<file path="config.mk">
export PLATFORM = sky130hd
export DESIGN_NAME = spi_flash_target
export DESIGN_NICKNAME = d
export VERILOG_FILES = /design/src/rtl/spi_flash_pkg.sv /design/src/rtl/spi_target_shifter.sv /design/src/rtl/spi_flash_target.sv
export SDC_FILE = /design/constraint.sdc
export NUM_CORES = 2
export LEC_CHECK = 0
export CORE_UTILIZATION = 52
export CTS_CLUSTER_SIZE = 8
export DETAILED_ROUTE_END_ITERATION = 6
export PLACE_DENSITY = 0.73
export SLEW_MARGIN = 40
export SYNTH_ARGS = -nofsm -noshare
export SYNTH_HDL_FRONTEND = slang
export SYNTH_SLANG_ARGS = --single-unit
export TNS_END_PERCENT = 1
</file>
<file path="constraint.sdc">
create_clock -name clk -period 5.28 [get_ports clk]
set_clock_uncertainty 0.05 [all_clocks]
set_input_delay 0.792 -clock clk [delete_from_list [all_inputs] [get_ports clk]]
set_output_delay 0.792 -clock clk [all_outputs]
set_load 0.01 [all_outputs]
</file>
<file path="src/rtl/spi_flash_pkg.sv">
// Shared definitions for the SPI serial-flash responder: opcodes, FSM states, status bits.
package spi_flash_pkg;

  localparam logic [7:0] OP_READ  = 8'h03;
  localparam logic [7:0] OP_WRITE = 8'h02;
  localparam logic [7:0] OP_RDSR  = 8'h05;
  localparam logic [7:0] OP_WREN  = 8'h06;
  localparam logic [7:0] OP_WRDI  = 8'h04;

  localparam int ST_WIP = 0;
  localparam int ST_WEL = 1;
  localparam int ST_WP  = 7;

  typedef enum logic [2:0] {
    S_IDLE,
    S_CMD,
    S_ADDR_RD,
    S_ADDR_WR,
    S_READ_DATA,
    S_WRITE_DATA,
    S_STATUS,
    S_IGNORE
  } state_t;

  function automatic logic [7:0] status_byte(input logic wp, input logic wel);
    logic [7:0] s;
    s         = 8'h00;
    s[ST_WP]  = wp;
    s[ST_WEL] = wel;
    s[ST_WIP] = 1'b0;
    return s;
  endfunction

endpackage

</file>
<file path="src/rtl/spi_target_shifter.sv">
// SPI mode-0 bit engine: synchronisers, sclk/cs_n edge detection, byte assembly and
// MSB-first output shifting. Byte boundaries are reported as a one-clk byte_done pulse.
module spi_target_shifter #(
  parameter int SYNC_STAGES = 2
) (
  input  logic       clk,
  input  logic       reset,
  input  logic       sclk,
  input  logic       cs_n,
  input  logic       mosi,
  input  logic       tx_load,
  input  logic [7:0] tx_byte,
  output logic       selected,
  output logic       cs_rise,
  output logic       byte_done,
  output logic [7:0] rx_byte,
  output logic       miso
);

  localparam int N = SYNC_STAGES;

  logic [N-1:0] sclk_s, cs_s, mosi_s;
  logic [2:0]   bit_cnt;
  logic [6:0]   rx_shift;
  logic [7:0]   tx_shift;
  logic         sclk_rise, sclk_fall;

  // NOTE: sequential state always uses non-blocking assignments so every flop samples pre-edge values.
  always_ff @(posedge clk or negedge reset) begin
    if (!reset) begin
      sclk_s <= '0;
      cs_s   <= '1;
      mosi_s <= '0;
    end else begin
      sclk_s <= {sclk_s[N-2:0], sclk};
      cs_s   <= {cs_s[N-2:0], cs_n};
      mosi_s <= {mosi_s[N-2:0], mosi};
    end
  end

  // Index N-2 is the newer of the last two stages.
  assign sclk_rise = sclk_s[N-2] & ~sclk_s[N-1];
  assign sclk_fall = ~sclk_s[N-2] & sclk_s[N-1];
  assign cs_rise   = cs_s[N-2] & ~cs_s[N-1];
  assign selected  = ~cs_s[N-1];
  assign miso      = tx_shift[7];

  always_ff @(posedge clk or negedge reset) begin
    if (!reset) begin
      bit_cnt   <= '0;
      rx_shift  <= '0;
      tx_shift  <= '0;
      byte_done <= 1'b0;
      rx_byte   <= '0;
    end else begin
      byte_done <= 1'b0;
      if (!selected || cs_rise) begin
        bit_cnt  <= '0;
        rx_shift <= '0;
        tx_shift <= '0;
      end else begin
        if (sclk_rise) begin
          rx_shift <= {rx_shift[5:0], mosi_s[N-2]};
          bit_cnt  <= bit_cnt + 3'd1;
          if (bit_cnt == 3'd7) begin
            byte_done <= 1'b1;
            rx_byte   <= {rx_shift, mosi_s[N-2]};
          end
        end
        // The fall that closes a byte (count back at 0) must not disturb a freshly loaded byte.
        if (tx_load)
          tx_shift <= tx_byte;
        else if (sclk_fall && bit_cnt != 3'd0)
          tx_shift <= {tx_shift[6:0], 1'b0};
      end
    end
  end

endmodule

</file>
<file path="src/rtl/spi_flash_target.sv">
// Serial-flash responder (READ/WRITE/RDSR/WREN/WRDI) over a register-backed byte array.
// Optional write-protect pin enabled by defining SPI_FLASH_WP_EN.
module spi_flash_target
  import spi_flash_pkg::*;
#(
  parameter int         ADDR_W      = 8,
  parameter int         SYNC_STAGES = 2,
  parameter logic [7:0] INIT_BYTE   = 8'hFF
) (
  input  logic              clk,
  input  logic              reset,
  input  logic              sclk,
  input  logic              cs_n,
  input  logic              mosi,
`ifdef SPI_FLASH_WP_EN
  input  logic              wp_n,
`endif
  output logic              miso,
  output logic              miso_oe,
  output logic              selected,
  output logic              cmd_valid,
  output logic [7:0]        cmd_op,
  output logic              wr_stb,
  output logic [ADDR_W-1:0] wr_addr,
  output logic [7:0]        wr_data
);

  localparam int DEPTH = 1 << ADDR_W;

  logic [7:0]        mem [DEPTH];
  state_t            state;
  logic              wel, wp_active;
  logic [ADDR_W-1:0] addr, next_addr, rx_addr;
  logic              cs_rise, byte_done, tx_load;
  logic [7:0]        rx_byte, tx_byte;

  spi_target_shifter #(.SYNC_STAGES(SYNC_STAGES)) u_shifter (
    .clk       (clk),
    .reset     (reset),
    .sclk      (sclk),
    .cs_n      (cs_n),
    .mosi      (mosi),
    .tx_load   (tx_load),
    .tx_byte   (tx_byte),
    .selected  (selected),
    .cs_rise   (cs_rise),
    .byte_done (byte_done),
    .rx_byte   (rx_byte),
    .miso      (miso)
  );

`ifdef SPI_FLASH_WP_EN
  logic [SYNC_STAGES-1:0] wp_s;
  always_ff @(posedge clk or negedge reset) begin
    if (!reset) wp_s <= '1;
    else        wp_s <= {wp_s[SYNC_STAGES-2:0], wp_n};
  end
  assign wp_active = ~wp_s[SYNC_STAGES-1];
`else
  assign wp_active = 1'b0;
`endif

  assign miso_oe   = selected;
  assign cmd_valid = byte_done && (state == S_CMD);
  assign next_addr = addr + ADDR_W'(1);
  assign rx_addr   = rx_byte[ADDR_W-1:0];

  always_ff @(posedge clk or negedge reset) begin
    if (!reset) begin
      state   <= S_IDLE;
      wel     <= 1'b0;
      addr    <= '0;
      cmd_op  <= '0;
      wr_stb  <= 1'b0;
      wr_addr <= '0;
      wr_data <= '0;
      tx_load <= 1'b0;
      tx_byte <= '0;
      // NOTE: the array must return to the erased state on reset, so it is built from
      // resettable flops rather than a RAM macro without reset.
      for (int i = 0; i < DEPTH; i++) mem[i] <= INIT_BYTE;
    end else begin
      wr_stb  <= 1'b0;
      tx_load <= 1'b0;
      if (state == S_IDLE && selected && !cs_rise) state <= S_CMD;

      if (byte_done) begin
        tx_load <= 1'b1;
        tx_byte <= 8'h00;
        unique case (state)
          S_CMD: begin
            cmd_op <= rx_byte;
            case (rx_byte)
              OP_READ:  state <= S_ADDR_RD;
              OP_WRITE: state <= S_ADDR_WR;
              OP_RDSR: begin
                state   <= S_STATUS;
                tx_byte <= status_byte(wp_active, wel);
              end
              OP_WREN: begin
                if (!wp_active) wel <= 1'b1;
                state <= S_IGNORE;
              end
              OP_WRDI: begin
                wel   <= 1'b0;
                state <= S_IGNORE;
              end
              default: state <= S_IGNORE;
            endcase
          end
          S_ADDR_RD: begin
            addr    <= rx_addr;
            tx_byte <= mem[rx_addr];
            state   <= S_READ_DATA;
          end
          S_ADDR_WR: begin
            addr  <= rx_addr;
            state <= S_WRITE_DATA;
          end
          S_READ_DATA: begin
            addr    <= next_addr;
            tx_byte <= mem[next_addr];
          end
          S_WRITE_DATA: begin
            if (wel && !wp_active) begin
              mem[addr] <= rx_byte;
              wr_stb    <= 1'b1;
              wr_addr   <= addr;
              wr_data   <= rx_byte;
            end
            addr <= next_addr;
          end
          S_STATUS: tx_byte <= status_byte(wp_active, wel);
          default: ;
        endcase
      end

      // Deselect wins over any transition above but only after the completing byte is processed.
      if (cs_rise) begin
        state   <= S_IDLE;
        tx_load <= 1'b0;
        if (state == S_ADDR_WR || state == S_WRITE_DATA) wel <= 1'b0;
      end
    end
  end

endmodule

</file>
==> metrics.md <==
| Metric | Value |
|---|---|
| Area Overhead vs Synth | 10.9% |
| Cells after synthesis | 8,327 |
| Metal2 WL | 174 mm |
| Critical path arrival | 5.54 ns |
| Min Tclk post-route | 4.73 ns |
| Final worst slack | 0.547 ns |
| Final Power | 34.6 mW |
| Top Metal Used | met5 |
| Die area | 225,000 um2 |
| CTS tree | done |
| Fin crit share | 89.6% |
| Synth Warn # | 0 |
| DRT Pass-1 Iters | 7 |
| Main synth FF type | dfstp_2 |
| WL met3 | 53.0 mm |
| Die W | 474 um |
| Routed WL | 405 mm |
| Async SR Flop Fraction | 100% |
| Die Ht | 474 um |
| Least-Margin Pin Slew | 1.01 ns |
| Max-Cap Viols | 0 |
| Worst VDD drop | 0.000360 V |
| Clk_lat worst skew | 0.97 ns |
| Pins Over Slew Limit | 0 |
| Fin. Hold Viols | 0 |
| Setup violators final | 0 |
| Relative slew slack | 32.9% |
| P_leak | 46.6 nW |
| Sequential share of the synthesized area | 48.1% |
| Comb power frac | 1.1% |
| Reg power frac | 47.5% |
| Initial Util | 52.3% |
| Internal cell power | 27.1 mW |
| Cts bufs inserted | 315 |
| Port Buf Inserts | 33 |
| Status | finished, violations left |
| Final HPWL DP | 266 mm |
| Syn_area_per_cell | 13.9 um2 |
| Core ar. | 222,000 um2 |
| P per Cell Area | 269 nW/um2 |
| Count of cell types in the netlist | 75 |
| Worst Path Required | 6.08 ns |
| Initial DRC count | 11,000 |
| DRC Markers | 6 |
| Largest net degree at the start of global routing | 146 |
| Crit path max fanout | 42 |
| Post-cts sizing count | 0 |
| Setup Buffers After CTS | 0 |
| Layout cells sized above 1 | 67.6% |
| Cts hold-fix bufs | 1 |
| Nets | 8,245 |
| Failing checks | DRC |
| Remaining Overflow, GRT | 0 |
| Num rows | 173 |
| Wire per inst | 35.9 um |
| RePlAce Congestion | 1.03 |
| Vias per inst | 7.24 |
| CTS Buffer Depth | 4 |
| Met1 WL | 144 mm |
| FF+latch count, synth | 2,126 |
| Total vias in the final route | 81,500 |
| CP startpoint kind | register |
| Clock share of power | 51.4% |
| RSZ-0062 raised after global routing | false |
| WHS | 0.187 ns |
| Worst hold path type | input port to register |
| Worst Path Class, Setup | register to register |
| Synthesized area | 116,000 um2 |
| Clk root buf | clkbuf_16 |
| ANT nets after route | 0 |
| Post-synth EDFFs | 0 |
| Syn nets | 8,340 |
| Antenna violations before repair | 21 |
| H-Tree Depth | 5 |
| Placement Setup Slack | 0.742 ns |
| Switching fraction of total power | 21.5% |
| Max Freq | 211 MHz |
| Worst-path clk slew | 0.06 ns |
| Number of global-route vias before repair | 81,400 |
| CP Capture Type | register |
| First-pass GRT wire length | 590 mm |
| All-Layer GR Usage | 36.2% |
| Setup TNS | 0 ns |
| Psw | 7.43 mW |
| # IOs | 34 |
| Clock sink count | 2,126 |
==> final cells by class <==
| type | count | area (um2) |
|---|---|---|
| fill | 16700 | 93200 |
| multi-input combinational | 5362 | 56700 |
| sequential | 2126 | 55800 |
| clock buffer | 346 | 8150 |
| timing repair buffer | 406 | 4050 |
| tap | 2975 | 3720 |
| inverter | 21 | 96.3 |
| clock inverter | 5 | 66.3 |
| antenna | 19 | 47.5 |
==> Yosys cell counts (8+ instances only) <==
master	n	area share, %
dfstp_2	2050	46
mux2_2	1640	16
nand2_1	1077	3.5
mux4_2	1027	20
clkbuf_1	493	1.6
o21ai_0	493	2.1
buf_2	184	0.79
nor2_1	173	0.56
nand3_1	172	0.74
mux2i_1	159	1.4
dfrtp_1	76	1.6
a21oi_1	68	0.29
a22oi_1	68	0.44
buf_4	52	0.34
a31oi_1	47	0.25
buf_1	40	0.13
nor2_2	39	0.21
nand4_1	36	0.19
a221oi_1	32	0.24
buf_6	32	0.31
a32oi_1	28	0.21
mux4_1	27	0.61
and3_1	24	0.13
nor3_1	22	0.095
o22ai_1	20	0.11
a311oi_1	16	0.12
inv_1	16	0.052
nor2b_1	15	0.081
nand2b_1	13	0.070
o2111ai_1	12	0.091
a211oi_1	11	0.071
a22o_1	10	0.075
o211ai_1	10	0.065
xnor2_1	9	0.068
a221o_1	8	0.069
buf_12	8	0.14
ha_1	8	0.086
==> cells in the final DEF (no fill, tap or decap), drive strengths merged, types with 11 or more instances in the layout <==
| cell type | instances |
|---|---|
| a211oi | 11 |
| a21oi | 68 |
| a221oi | 32 |
| a22oi | 68 |
| a311oi | 16 |
| a31oi | 47 |
| a32oi | 28 |
| and3 | 24 |
| buf | 373 |
| clkbuf | 346 |
| clkdlybuf4s50 | 32 |
| dfrtp | 76 |
| dfstp | 2050 |
| diode | 19 |
| inv | 21 |
| mux2 | 1640 |
| mux2i | 159 |
| mux4 | 1056 |
| nand2 | 1077 |
| nand2b | 13 |
| nand3 | 172 |
| nand4 | 36 |
| nor2 | 212 |
| nor2b | 15 |
| nor3 | 22 |
| o2111ai | 12 |
| o211ai | 11 |
| o21ai | 494 |
| o22ai | 20 |
==> cell families after synthesis <==
| logic type | count (synthesis) | synth area share (%) |
|---|---|---|
| buf+inv | 839 | 3.47 |
| simple gates | 1611 | 5.81 |
| flops | 2126 | 48.1 |
| fa+ha+maj | 8 | 0.0863 |
| mux | 2855 | 37.9 |
| xor+xnor | 16 | 0.121 |
| compound gates | 872 | 4.55 |
==> worst max-delay path, stage by stage (launching register included) <==
cell and delay, ns:
dfrtp_4 0.53, ha_1 0.51, xor2_4 0.35, buf_12 0.37, buf_4 0.37, nand2_1 0.09, a21oi_1 0.34, a221o_1 0.34
nor2_1 0.10, o311ai_0 0.76, o311ai_0 0.49, o221ai_1 0.28
==> per-layer routing <==
metal  GRT usage, %  up-vias
met2           51.3     6024
li1               -    31100
met4           24.4       16
met5          0.649        -
met1           46.2    42700
met3           13.3     1598
==> sequential cells by signal, indices dropped and copies added, names as in the netlist, 2 cells and up <==
register	count
state	3
u_shifter.sclk_s	2
u_shifter.tx_shift	8
u_shifter.cs_s	2
mem	2048
wr_data	8
u_shifter.rx_shift	7
wr_addr	8
u_shifter.rx_byte	8
tx_byte	8
cmd_op	8
u_shifter.bit_cnt	3
addr	8
==> through the flow <==
| stage | area, um2 | utilization [%] | instances |
|---|---|---|---|
| 4_1_cts | 128000 | 57.9 | 11200 |
| 3_5_place_dp | 120000 | 54.2 | 10900 |
| 6_report | 129000 | 58.0 | 11300 |
| 3_3_place_gp | 120000 | 54.0 | 10900 |
| 2_1_floorplan | 116000 | - | 8327 |
| 5_1_grt | 129000 | 58.0 | 11200 |
==> power by group through the flow <==
| stage | logic [mW] | clock network (mW) | registers, mW |
|---|---|---|---|
| after global placement | 0.376 | 0 | 16.6 |
| after floorplan | 0.0143 | 0 | 16.6 |
| after CTS | 0.399 | 17.9 | 16.4 |
| after global routing | 0.443 | 18.6 | 16.4 |
| after detailed placement | 0.396 | 0 | 16.6 |
| final | 0.391 | 17.8 | 16.4 |
==> worst paths after layout <==
check / from / cells after the start / to / slack, ns
setup reg to reg: addr[0]$_DFFE_PN0P_ / 11 / tx_byte[5]$_DFFE_PN0P_ / 0.55
hold reg to reg: u_shifter.sclk_s[0]$_DFF_PN0_ / 0 / u_shifter.sclk_s[1]$_DFF_PN0_ / 0.36
hold / removal: cs_n / 1 / u_shifter.cs_s[0]$_DFF_PN1_ / 0.19
max in group asynchronous: reset / 4 / mem[901]$_DFFE_PN1P_ / 3.08
min in group asynchronous: reset / 2 / addr[6]$_DFFE_PN0P_ / 0.50
setup / recovery: addr[0]$_DFFE_PN0P_ / 11 / tx_byte[5]$_DFFE_PN0P_ / 0.55
(Power assumes the default switching activity.)
